--- config.mk ---
export PLATFORM = sky130hd
export DESIGN_NAME = mdio_master
export DESIGN_NICKNAME = d
export VERILOG_FILES = /design/src/rtl/mdio_pkg.sv /design/src/rtl/mdio_master_mdc_gen.sv /design/src/rtl/mdio_master.sv
export SDC_FILE = /design/constraint.sdc
export NUM_CORES = 1
export LEC_CHECK = 0
export CORE_ASPECT_RATIO = 1.4
export CORE_MARGIN = 5
export CORE_UTILIZATION = 45
export CTS_CLUSTER_DIAMETER = 200
export DETAILED_ROUTE_END_ITERATION = 6
export GPL_TIMING_DRIVEN = 0
export PLACE_DENSITY_LB_ADDON = 0.12
export SLEW_MARGIN = 20
export SYNTH_ARGS = -nofsm -noshare
export SYNTH_HDL_FRONTEND = slang
export SYNTH_SLANG_ARGS = --single-unit
--- constraint.sdc ---
create_clock -name clk -period 2.75 [get_ports clk]
set_input_delay 0.55 -clock clk [delete_from_list [all_inputs] [get_ports clk]]
set_output_delay 0.55 -clock clk [all_outputs]
set_load 0.005 [all_outputs]
--- src/rtl/mdio_pkg.sv ---
// mdio_pkg: shared constants and FSM state type for the clause-22 MDIO master.
// Bit positions are indices within the 64-bit management frame, MSB (first
// transmitted) = bit 0.
package mdio_pkg;

    localparam logic [1:0] MDIO_ST        = 2'b01;
    localparam logic [1:0] MDIO_OP_WR     = 2'b01;
    localparam logic [1:0] MDIO_OP_RD     = 2'b10;
    localparam logic [1:0] MDIO_TA_WR     = 2'b10;
    localparam int         MDIO_PRE_LEN   = 32;
    localparam int         MDIO_FRAME_LEN = 64;

    // ST(2) + OP(2) + PHYAD(5) + REGAD(5) follow the preamble.
    localparam int MDIO_TA_POS   = MDIO_PRE_LEN + 14;
    localparam int MDIO_DATA_POS = MDIO_TA_POS + 2;

    typedef enum logic [2:0] {
        ST_IDLE,
        ST_PRE,
        ST_CMD,
        ST_TA,
        ST_DATA,
        ST_DONE
    } mdio_state_e;

endpackage

--- src/rtl/mdio_master_mdc_gen.sv ---
// mdc_gen: MDC divider. Produces mdc with CLK_DIV clk cycles per half-period,
// starting low, plus single-cycle strobes asserted in the cycle before mdc
// toggles (rise_o: 0->1 on the next edge, fall_o: 1->0 on the next edge).
// Ports:
//   clk, rst_n   system clock, synchronous active-low reset
//   run_i        enable; when low the divider is cleared and mdc is 0
//   mdc_o        management clock
//   rise_o       mdc goes high at the next clk edge
//   fall_o       mdc goes low at the next clk edge
module mdc_gen #(
    parameter int CLK_DIV = 20
) (
    input  logic clk,
    input  logic rst_n,
    input  logic run_i,
    output logic mdc_o,
    output logic rise_o,
    output logic fall_o
);

    localparam int              CW      = $clog2(CLK_DIV);
    localparam logic [CW-1:0]   CNT_MAX = CW'(CLK_DIV - 1);

    logic [CW-1:0] cnt_q;
    logic          mdc_q;
    logic          wrap;

    assign wrap = run_i && (cnt_q == CNT_MAX);

    always_ff @(posedge clk) begin
        if (!rst_n || !run_i) begin
            cnt_q <= '0;
            mdc_q <= 1'b0;
        end else if (wrap) begin
            cnt_q <= '0;
            mdc_q <= ~mdc_q;
        end else begin
            cnt_q <= cnt_q + CW'(1);
        end
    end

    assign mdc_o  = mdc_q;
    assign rise_o = wrap && !mdc_q;
    assign fall_o = wrap &&  mdc_q;

endmodule

--- src/rtl/mdio_master.sv ---
// mdio_master: clause-22 MDIO master. Serialises one read or write request
// into a 64-bit frame (preamble, ST, OP, PHYAD, REGAD, TA, DATA).
// Ports:
//   clk, rst_n                system clock, synchronous active-low reset
//   phy_add, reg_add, wr_data request fields, captured on acceptance
//   wren, rden                request strobes (write wins if both)
//   busy                      frame in progress, requests ignored
//   rd_data, rd_err, rd_valid read result, error and one-cycle strobe
//   mdc, mdio_o, mdio_oe      management pins (external tristate)
//   mdio_i                    MDIO input
module mdio_master
    import mdio_pkg::*;
#(
    parameter int CLK_DIV = 20
) (
    input  logic        clk,
    input  logic        rst_n,
    input  logic [4:0]  phy_add,
    input  logic [4:0]  reg_add,
    input  logic [15:0] wr_data,
    input  logic        wren,
    input  logic        rden,
    output logic        busy,
    output logic [15:0] rd_data,
    output logic        rd_valid,
    output logic        rd_err,
    output logic        mdc,
    output logic        mdio_o,
    output logic        mdio_oe,
    input  logic        mdio_i
);

    localparam logic [5:0] BIT_PRE_END = 6'(MDIO_PRE_LEN - 1);
    localparam logic [5:0] BIT_CMD     = 6'(MDIO_PRE_LEN);
    localparam logic [5:0] BIT_CMD_END = 6'(MDIO_TA_POS - 1);
    localparam logic [5:0] BIT_TA1     = 6'(MDIO_TA_POS);
    localparam logic [5:0] BIT_TA2     = 6'(MDIO_DATA_POS - 1);
    localparam logic [5:0] BIT_DATA    = 6'(MDIO_DATA_POS);
    localparam logic [5:0] BIT_LAST    = 6'(MDIO_FRAME_LEN - 1);

    mdio_state_e state_q, state_d;
    logic [5:0]  bit_q, bit_d, nxt_bit;
    logic [31:0] tx_q, tx_d;
    logic [15:0] rx_q, rx_d;
    logic        wr_q, wr_d;
    logic        err_q, err_d;
    logic        mdo_q, mdo_d;
    logic        oe_q, oe_d;
    logic [15:0] rd_data_q, rd_data_d;
    logic        rd_err_q, rd_err_d;
    logic        rd_valid_q, rd_valid_d;
    logic        run, rise, fall, start;

    assign start = (state_q == ST_IDLE) && (wren || rden);
    assign run   = (state_q != ST_IDLE) && (state_q != ST_DONE);

    mdc_gen #(.CLK_DIV(CLK_DIV)) u_mdc_gen (
        .clk    (clk),
        .rst_n  (rst_n),
        .run_i  (run),
        .mdc_o  (mdc),
        .rise_o (rise),
        .fall_o (fall)
    );

    // State register
    always_ff @(posedge clk) begin
        if (!rst_n) state_q <= ST_IDLE;
        else        state_q <= state_d;
    end

    // Next state: phases advance on the MDC falling edge that ends their last bit
    always_comb begin
        state_d = state_q;
        unique case (state_q)
            ST_IDLE: if (start)                       state_d = ST_PRE;
            ST_PRE:  if (fall && bit_q == BIT_PRE_END) state_d = ST_CMD;
            ST_CMD:  if (fall && bit_q == BIT_CMD_END) state_d = ST_TA;
            ST_TA:   if (fall && bit_q == BIT_TA2)     state_d = ST_DATA;
            ST_DATA: if (fall && bit_q == BIT_LAST)    state_d = ST_DONE;
            ST_DONE:                                   state_d = ST_IDLE;
            default:                                   state_d = ST_IDLE;
        endcase
    end

    // Datapath / outputs. Pin values are registered and updated on the same
    // edge that drops mdc, so they are stable for the whole low+high period.
    always_comb begin
        bit_d      = bit_q;
        tx_d       = tx_q;
        rx_d       = rx_q;
        wr_d       = wr_q;
        err_d      = err_q;
        mdo_d      = mdo_q;
        oe_d       = oe_q;
        rd_data_d  = rd_data_q;
        rd_err_d   = rd_err_q;
        rd_valid_d = 1'b0;
        nxt_bit    = bit_q + 6'd1;

        if (start) begin
            bit_d = '0;
            wr_d  = wren;
            err_d = 1'b0;
            tx_d  = {MDIO_ST, wren ? MDIO_OP_WR : MDIO_OP_RD, phy_add, reg_add,
                     MDIO_TA_WR, wren ? wr_data : 16'h0000};
            mdo_d = 1'b1;
            oe_d  = 1'b1;
        end else if (fall) begin
            bit_d = nxt_bit;
            if (bit_q == BIT_LAST) begin
                // Entering DONE: release the bus and publish the read result.
                mdo_d = 1'b1;
                oe_d  = 1'b0;
                if (!wr_q) begin
                    rd_data_d  = rx_q;
                    rd_err_d   = err_q;
                    rd_valid_d = 1'b1;
                end
            end else begin
                oe_d  = wr_q || (nxt_bit < BIT_TA1);
                mdo_d = 1'b1;
                if (nxt_bit >= BIT_CMD) begin
                    tx_d = {tx_q[30:0], 1'b0};
                    if (oe_d) mdo_d = tx_q[31];
                end
            end
        end

        if (rise && !wr_q) begin
            // A PHY must pull the second TA bit low; a 1 means nobody answered.
            if (bit_q == BIT_TA2)  err_d = mdio_i;
            if (bit_q >= BIT_DATA) rx_d  = {rx_q[14:0], mdio_i};
        end
    end

    always_ff @(posedge clk) begin
        if (!rst_n) begin
            bit_q      <= '0;
            tx_q       <= '0;
            rx_q       <= '0;
            wr_q       <= 1'b0;
            err_q      <= 1'b0;
            mdo_q      <= 1'b1;
            oe_q       <= 1'b0;
            rd_data_q  <= '0;
            rd_err_q   <= 1'b0;
            rd_valid_q <= 1'b0;
        end else begin
            bit_q      <= bit_d;
            tx_q       <= tx_d;
            rx_q       <= rx_d;
            wr_q       <= wr_d;
            err_q      <= err_d;
            mdo_q      <= mdo_d;
            oe_q       <= oe_d;
            rd_data_q  <= rd_data_d;
            rd_err_q   <= rd_err_d;
            rd_valid_q <= rd_valid_d;
        end
    end

    assign busy     = (state_q != ST_IDLE);
    assign rd_data  = rd_data_q;
    assign rd_err   = rd_err_q;
    assign rd_valid = rd_valid_q;
    assign mdio_o   = mdo_q;
    assign mdio_oe  = oe_q;

endmodule

# Word level (Yosys, flattened, before mapping)
# Index checks and enable logic that the tools add are counted.
# op_classes
n_bitwise,6
n_eq_ne,16
mux,22
reduce_logical,29
n_lt_le_gt_ge,3
n_addsub,2
# ops
cell,n
31-bit two-way mux,4
6-bit equality test (second input constant),3
16-bit two-way mux,1
3-bit two-way mux,5
3-bit one-hot mux with 5 select lines,1
6-bit greater-or-equal comparator (second input constant),2
2-bit != test (second input constant),6
1-bit logical AND,10
1-bit two-way mux,10
6-bit by 1-bit adder with 6-bit output (second input constant),1
3-bit by 2-bit equality test with 1-bit output (second input constant),2
6-bit by 5-bit equality test with 1-bit output (second input constant),1
6-bit < comparator (second input constant),1
1-bit inverter,6
3-bit AND reduction,2
5-bit by 1-bit adder with 5-bit output (second input constant),1
5-bit equality test (second input constant),1
5-bit AND reduction,1
1-bit zero test,4
4-bit AND reduction,1
2-bit nonzero test,2
2-bit OR reduction,2
4-bit OR reduction,1
3-bit by 1-bit equality test with 1-bit output (second input constant),1
7 further kinds,9
# totals
ff_bits,85
out_inout_bits,22
elab_cells,92
input_bits,31

# Longest topological paths before layout
# Gate-level depths: netlist of run 1.
# depth
depth_word,7
depth_mapped,9
depth_no_buf,7

# Modules after synthesis
# From an unflattened synthesis of run 1, not the netlist that was laid out.
# hier_totals
hier_cells,415
hier_area_um2,3762.4
# modules_own_cells
mod,area_per_inst_um2,cells_per_inst,seq_area_each_um2,n_inst
mdio_master,3508.4,390,1581.5,1
mdc_gen,254.0,25,120.1,1

# Worst setup path before layout of run 1
# No wires, ideal clock.
# synth_path
kind,flip-flop to flip-flop
startpoint,reg u_mdc_gen.cnt_q[0]
endpoint,reg rd_data_q[0] (netlist: rd_data[0])
period_less_slack_ps,1953
arrival_time_ps,1837
t_required_ps,2634
stages_incl_launch_ff,9
slack_ps,797
n_path_buf,2
setup_time_ps,116
path_cell_list,dfxtp_1 -> ha_1 -> and4bb_2 -> nand3_1 -> nor4_1 -> buf_4 -> buf_4 -> mux2i_1 -> nor2b_1
# synth_via
elab_chain_cells,4
# synth_lines
item,line,text
"start, declared",mdio_master_mdc_gen.sv:24,logic [CW-1:0] cnt_q;
"start signal, assigned",mdio_master_mdc_gen.sv:38,cnt_q <= cnt_q + CW'(1);
5-bit equality test,mdio_master_mdc_gen.sv:28,assign wrap = run_i && (cnt_q == CNT_MAX);
1-bit logical AND,mdio_master_mdc_gen.sv:28,
1-bit logical AND,mdio_master_mdc_gen.sv:44,assign fall_o = wrap && mdc_q;
4-bit AND reduction (no source line),n/a,
"end signal, assigned",mdio_master.sv:157,rd_data_q <= rd_data_d;
"end, declared",mdio_master.sv:49,"logic [15:0] rd_data_q, rd_data_d;"
# Every way passes these cells.
# A chain may end at the register's enable or synchronous reset.

# Worst setup path in the final report of run 1
# layout_path
startpoint,in wren
endpoint,reg tx_q[27]
# layout_via
elab_chain_cells,4
elab_cells_between_ends,7
cone_classes,eq/ne: 1; mux: 1; reduce/logical: 5
# layout_lines
item,line,text
"start, declared",mdio_master.sv:21,"input logic wren,"
1-bit logical OR *,mdio_master.sv:54,assign start = (state_q == ST_IDLE) && (wren || rden);
1-bit logical AND *,mdio_master.sv:54,
2-bit != test (no source line) / 2-bit nonzero test (equally long branches),n/a,
3-bit AND reduction (no source line),n/a,
"end signal, assigned",mdio_master.sv:151,tx_q <= tx_d;
"end, declared",mdio_master.sv:43,"logic [31:0] tx_q, tx_d;"
# Mark *: on every way between the ends. The rest lies on a longest branch, timed or not.

==> results of run 1 <==
-- registers in the layout, indices dropped and copies added, names as in the netlist, 3 cells and up --
register         count
bit_q                6
tx_q                32
state_q              3
rx_q                16
rd_data             16
u_mdc_gen.cnt_q      5
-- critical path, stage by stage --
cell	delay (ns)
clkdlybuf4s50_1	0.57
nor2_1	0.31
or2_2	0.20
clkbuf_1	0.38
clkbuf_1	0.43
nand3_1	0.12
a21boi_0	0.21
-- layout make-up --
cell class	instances	area share [%]
inverter	8	0.650
tap	102	2.76
sequential	85	36.8
clock inverter	6	1.35
buffer	26	2.95
timing repair buffer	52	11.3
clock buffer	10	5.17
multi-input combinational	270	39.1
-- layer usage --
| layer | up-vias | share of wire, % | GRT usage (%) |
|---|---|---|---|
| met5 | - | 0 | 0 |
| met1 | 1319 | 44 | 18.7 |
| li1 | 1484 | - | - |
| met2 | 56 | 48 | 26.7 |
| met3 | 15 | 5.1 | 5.88 |
| met4 | 0 | 2.9 | 7.69 |
-- power by group --
| part | total (mW) | internal, mW | switching [mW] |
|---|---|---|---|
| registers | 1.31 | 1.28 | 0.0316 |
| logic | 0.244 | 0.118 | 0.126 |
| clock network | 1.20 | 0.726 | 0.474 |
| total | 2.76 | 2.13 | 0.632 |
-- layout by cell type, fill, tap and decap left out, types with 3 or more instances in the layout --
master / n
nand3_1: 19
and2_1: 4
nor3_1: 5
o21ai_0: 22
or3_1: 3
a21boi_0: 13
a21oi_1: 11
and3_1: 3
nor2b_1: 35
buf_4: 4
nand2_1: 34
inv_1: 8
ha_1: 3
dfxtp_1: 85
clkinv_2: 3
clkbuf_16: 9
nor3b_1: 4
xnor2_1: 5
a22oi_1: 9
nor2_1: 18
clkbuf_1: 15
mux2i_1: 48
buf_2: 4
clkdlybuf4s50_1: 52
nand2b_1: 4
-- per-stage QoR --
| stage | setup TNS (ns) | worst slack (ns) | hold slack [ns] |
|---|---|---|---|
| 4_1_cts | 0 | 0.246 | 0.453 |
| 2_1_floorplan | 0 | 0.797 | 0.418 |
| 6_report | 0 | 0.237 | 0.448 |
| 3_3_place_gp | -0.253 | -0.0654 | 0.428 |
| 3_5_place_dp | -0.301 | -0.0795 | 0.439 |
| 5_1_grt | 0 | 0.00494 | 0.476 |
-- logic make-up after synthesis --
kind of cell | Yosys count | share of synthesized area (%)
buf+inv | 34 | 4.53
simple gates | 141 | 20.4
fa+ha+maj | 3 | 1.02
compound gates | 71 | 12.8
xor+xnor | 7 | 1.87
flops | 85 | 46.3
mux | 48 | 13.1
-- worst paths after layout --
check,startpoint,to,slack (ns),depth (start not counted)
max,wren,tx_q[27],0.24,7
min,u_mdc_gen.cnt_q[0],u_mdc_gen.cnt_q[0],0.45,1
min reg2reg,u_mdc_gen.cnt_q[0],u_mdc_gen.cnt_q[0],0.45,1
max reg2reg,bit_q[0],rd_data[8],0.53,8
==> impl_metrics.json, run 1 <==
{
  "initial_utilization_pct": 45.6,
  "cp-start-kind": "primary input",
  "setup_violations": 0,
  "vias": 2874,
  "syn_nets": 423,
  "io_pins": 53,
  "period_share_pct": 91.4,
  "ys_warn_count": 0,
  "fillers": 768,
  "rsz0062_at_grt": "false",
  "avgRoutedWirePerCell_um": 13.3,
  "status": "complete, no violations",
  "grt_pass1_vias": 2753,
  "antenna_cells": 0,
  "cellPowerDensity_mw_per_mm2": 597,
  "synth_edf_count": 0,
  "htreeDepth": 3,
  "required_ns": 3.01,
  "cts.sinks": 85,
  "worst_clock_skew_ns": 0.00957,
  "track_usage_pct": 16.2,
  "endpoint_kind": "flip-flop",
  "hold_class": "reg -> reg",
  "cts_tree": "built",
  "io_buffers": 52,
  "yosysTopAreaCell": "dfxtp_1",
  "drv_cap": 0,
  "cts-root-buf": "clkbuf_16",
  "hold_viol": 0,
  "tightestPinTransition_ns": 0.482,
  "synth_area_mm2": 0.00367,
  "ys_ff_latch": 85,
  "syn_avg_cell_area_um2": 9.44,
  "seqCellArea_mm2": 0.00170,
  "antenna_found_initial": 0,
  "dr.pass1.iters": 5,
  "drc": 0,
  "syn_to_final_growth_pct": 25.9,
  "multi_input_area_mm2": 0.00181,
  "core_area_mm2": 0.00805,
  "clk_latency_ns": 0.34,
  "syn-instance-count": 389,
  "drt_iter0_markers": 123,
  "ys_types": 51,
  "final_nets": 486,
  "layout.cells.non_filler": 559,
  "dp_hpwl_um": 5440,
  "die_y_um": 117,
  "critPathKind": "in -> reg",
  "ys_async_sr_fraction_pct": 0,
  "synth.top_cell.area_share_pct": 46.3,
  "synth_flop_cell": "dfxtp_1",
  "crit_arrival_ns": 2.77,
  "synth_commonest_cells": "85 x dfxtp_1, 48 x mux2i_1, 35 x nor2b_1",
  "die-area_mm2": 0.0101,
  "dp.cells": 543,
  "post_cts_buffers": 0,
  "viasPerCell": 5.14,
  "fin_area_mm2": 0.00462,
  "row_count": 39,
  "clk_pin_slew_ns": 0.06,
  "grt_overflow_total": 0,
  "yosysMostFrequentCell": "dfxtp_1",
  "ctsResizeCount": 0,
  "slew_violations": 0,
  "wl_um": 7450,
  "place_area_mm2": 0.00432,
  "leakage_nw": 1.79,
  "utilization_pct": 57.4,
  "final_antenna_net_count": 0,
  "grt_pass1_wl_um": 12800,
  "power_mw": 2.76,
  "ys_seq_area_share_pct": 46.3,
  "max_slew_margin_pct": 67.5,
  "cts-buffers-inserted": 9,
  "fmaxAchievable_ghz": 0.398,
  "ys_top_cells_by_area": "dfxtp_1 46%, mux2i_1 13%, nor2b_1 6.0%, nand2_1 3.5%, o21ai_0 3.0%",
  "period_minus_slack_ns": 2.51,
  "ir_drop_uv": 537,
  "grt_max_degree": 15,
  "ctsHoldBuffers": 0,
  "gp_congestion": 0.834,
  "die_w_um": 86.4,
  "cts_buffer_depth": 2,
  "crit_fanout": 10,
  "drive_gt1_share_pct": 7.66
}
Power figures use the tool's default switching activity.
==> run 2, diff against run 1 <==
PLACE_DENSITY = 0.68   (was unset)
PLACE_DENSITY_LB_ADDON = unset   (was 0.12)
==> run 2 against run 1 <==
  * Fmax increased by 4.8%
  * Cell count stayed put
  * Worst setup slack gained 0.12 ns
  * Register-to-register slack gained 0.02 ns
  * Routed wire length down 0.24%
  * Largest power group unchanged
==> impl_metrics.json, run 2 (synthesized netlist as in run 1, its figures left out) <==
{
  "status": "complete, no violations",
  "cts_buffer_depth": 2,
  "fmaxAchievable_ghz": 0.417,
  "fillers": 727,
  "regMostFlops": "tx_q",
  "final_antenna_net_count": 0,
  "cts.sinks": 85,
  "required_ns": 3.01,
  "clk_latency_ns": 0.34,
  "layout.cells.non_filler": 559,
  "layout_common_cells": "85 x dfxtp_1, 52 x clkdlybuf4s50_1, 48 x mux2i_1, 35 x nor2b_1, 34 x nand2_1",
  "leakage_nw": 1.79,
  "crit_path_top_delay_cell": "clkdlybuf4s50_1",
  "drt_iter0_markers": 109,
  "io_buffers": 52,
  "crit_fanout": 10,
  "intPower_mw": 2.14,
  "die-area_mm2": 0.0101,
  "drive_gt1_share_pct": 7.66,
  "fin_tns_setup_ns": 0,
  "io_pins": 53,
  "cts_tree": "built",
  "crit_family": "buffers and inverters",
  "critPathKind": "in -> reg",
  "rsz0062_at_grt": "false",
  "cts-root-buf": "clkbuf_16",
  "tightestPinTransition_ns": 0.492,
  "ir_drop_uv": 363,
  "grt_busiest_layer": "met2",
  "switching_share_pct": 23.6,
  "layout_commonest_cell": "dfxtp_1",
  "core_area_mm2": 0.00805,
  "hold_viol": 0,
  "drc": 0,
  "hold_class": "reg -> reg",
  "use_met3_pct": 3.64,
  "slew_violations": 0,
  "cts-buffers-inserted": 9,
  "gp_congestion": 0.849,
  "worst_clock_skew_ns": 0.00991,
  "wl_um": 7430,
  "cpMostUsedCell": "clkbuf_1",
  "period_minus_slack_ns": 2.40,
  "cp_cell_sequence": "clkdlybuf4s50_1 -> nor2_1 -> or2_2 -> clkbuf_1 -> clkbuf_1 -> o21ai_0 -> a31oi_1",
  "grt_pass1_vias": 2776,
  "largest_register_ffs": 32,
  "grt_util_met1_pct": 18.5,
  "ff2ff_setup_slack_ns": 0.55,
  "utilization_pct": 57.6,
  "cp-start-kind": "primary input",
  "cellPowerDensity_mw_per_mm2": 605,
  "grt_pass1_wl_um": 12400,
  "viasPerCell": 5.16,
  "initial_utilization_pct": 45.6,
  "track_usage_pct": 15.2,
  "met2_usage_pct": 26.4,
  "ctsHoldBuffers": 0,
  "avgRoutedWirePerCell_um": 13.3,
  "slowest_delay_ns": 0.54,
  "switchingPower_uw": 663,
  "syn_to_final_growth_pct": 26.2,
  "ctsResizeCount": 0,
  "setup_violations": 0,
  "grt_overflow_total": 0,
  "die_y_um": 117,
  "antenna_cells": 0,
  "pwr-share-comb_pct": 8.7,
  "final_nets": 486,
  "die_w_um": 86.4,
  "endpoint_kind": "flip-flop",
  "pwr-share-seq_pct": 46.8,
  "dp.cells": 543,
  "grt_max_degree": 17,
  "dr.pass1.iters": 4,
  "post_cts_buffers": 0,
  "antenna_found_initial": 0,
  "fin_hold_ws_ns": 0.456,
  "dp_hpwl_um": 5500,
  "drv_cap": 0,
  "max_slew_margin_pct": 67.2,
  "period_share_pct": 87.1,
  "clk_pin_slew_ns": 0.06,
  "power_frac_clock_pct": 44.5,
  "row_count": 39,
  "critPathBufInv": 3,
  "vias": 2886,
  "htreeDepth": 3,
  "crit_arrival_ns": 2.65
}
## run 2: area by class of cell
cell class	count	area (um2)	area share, %
multi-input cells	270	1810	38.9
flip-flops and latches	85	1700	36.7
repair buffers	52	520	11.2
clock buffers	10	239	5.16
plain buffers	26	136	2.94
well taps	102	128	2.75
clock inverters	6	75.1	1.62
inverters	8	30.0	0.648
## run 2: power by group through the flow
stage / Sequential, mW / Combinational, mW / Clock (mW)
after floorplan: 1.33 / 0.146 / 0
after global placement: 1.34 / 0.240 / 0
after detailed placement: 1.34 / 0.243 / 0
after CTS: 1.31 / 0.245 / 1.27
after global routing: 1.32 / 0.274 / 1.33
final: 1.31 / 0.243 / 1.25
## run 2: per-layer routing
layer | routed length (um) | up-vias
met4 | 114 | 0
met3 | 314 | 11
met1 | 3350 | 1339
met2 | 3650 | 57
met5 | 0 | -
li1 | - | 1479
## run 2: path summary, 6_finish.rpt
check                startpoint                  to  cells after the start
max                        wren             tx_q[1]                      7
max reg2reg            bit_q[0]          rd_data[8]                      8
min reg2reg  u_mdc_gen.cnt_q[0]  u_mdc_gen.cnt_q[0]                      1
min          u_mdc_gen.cnt_q[0]  u_mdc_gen.cnt_q[0]                      1
## run 2: worst reg2reg max path, cell delays in order (launching register included)
cell	delay, ns
dfxtp_1	0.43
ha_1	0.26
and3_1	0.25
nand3_1	0.11
nor4_1	0.27
buf_4	0.25
buf_4	0.24
mux2i_1	0.23
nor2b_1	0.06
## run 2: metrics by stage
step                      instance area [um2]  setup slack, ns  power, mW
after detailed placement                 4320           0.0430       1.58
after floorplan                          3670            0.797       1.48
after global routing                     4640            0.203       2.92
after CTS                                4640            0.379       2.83
final                                    4640            0.354       2.81
after global placement                   4320           0.0597       1.58
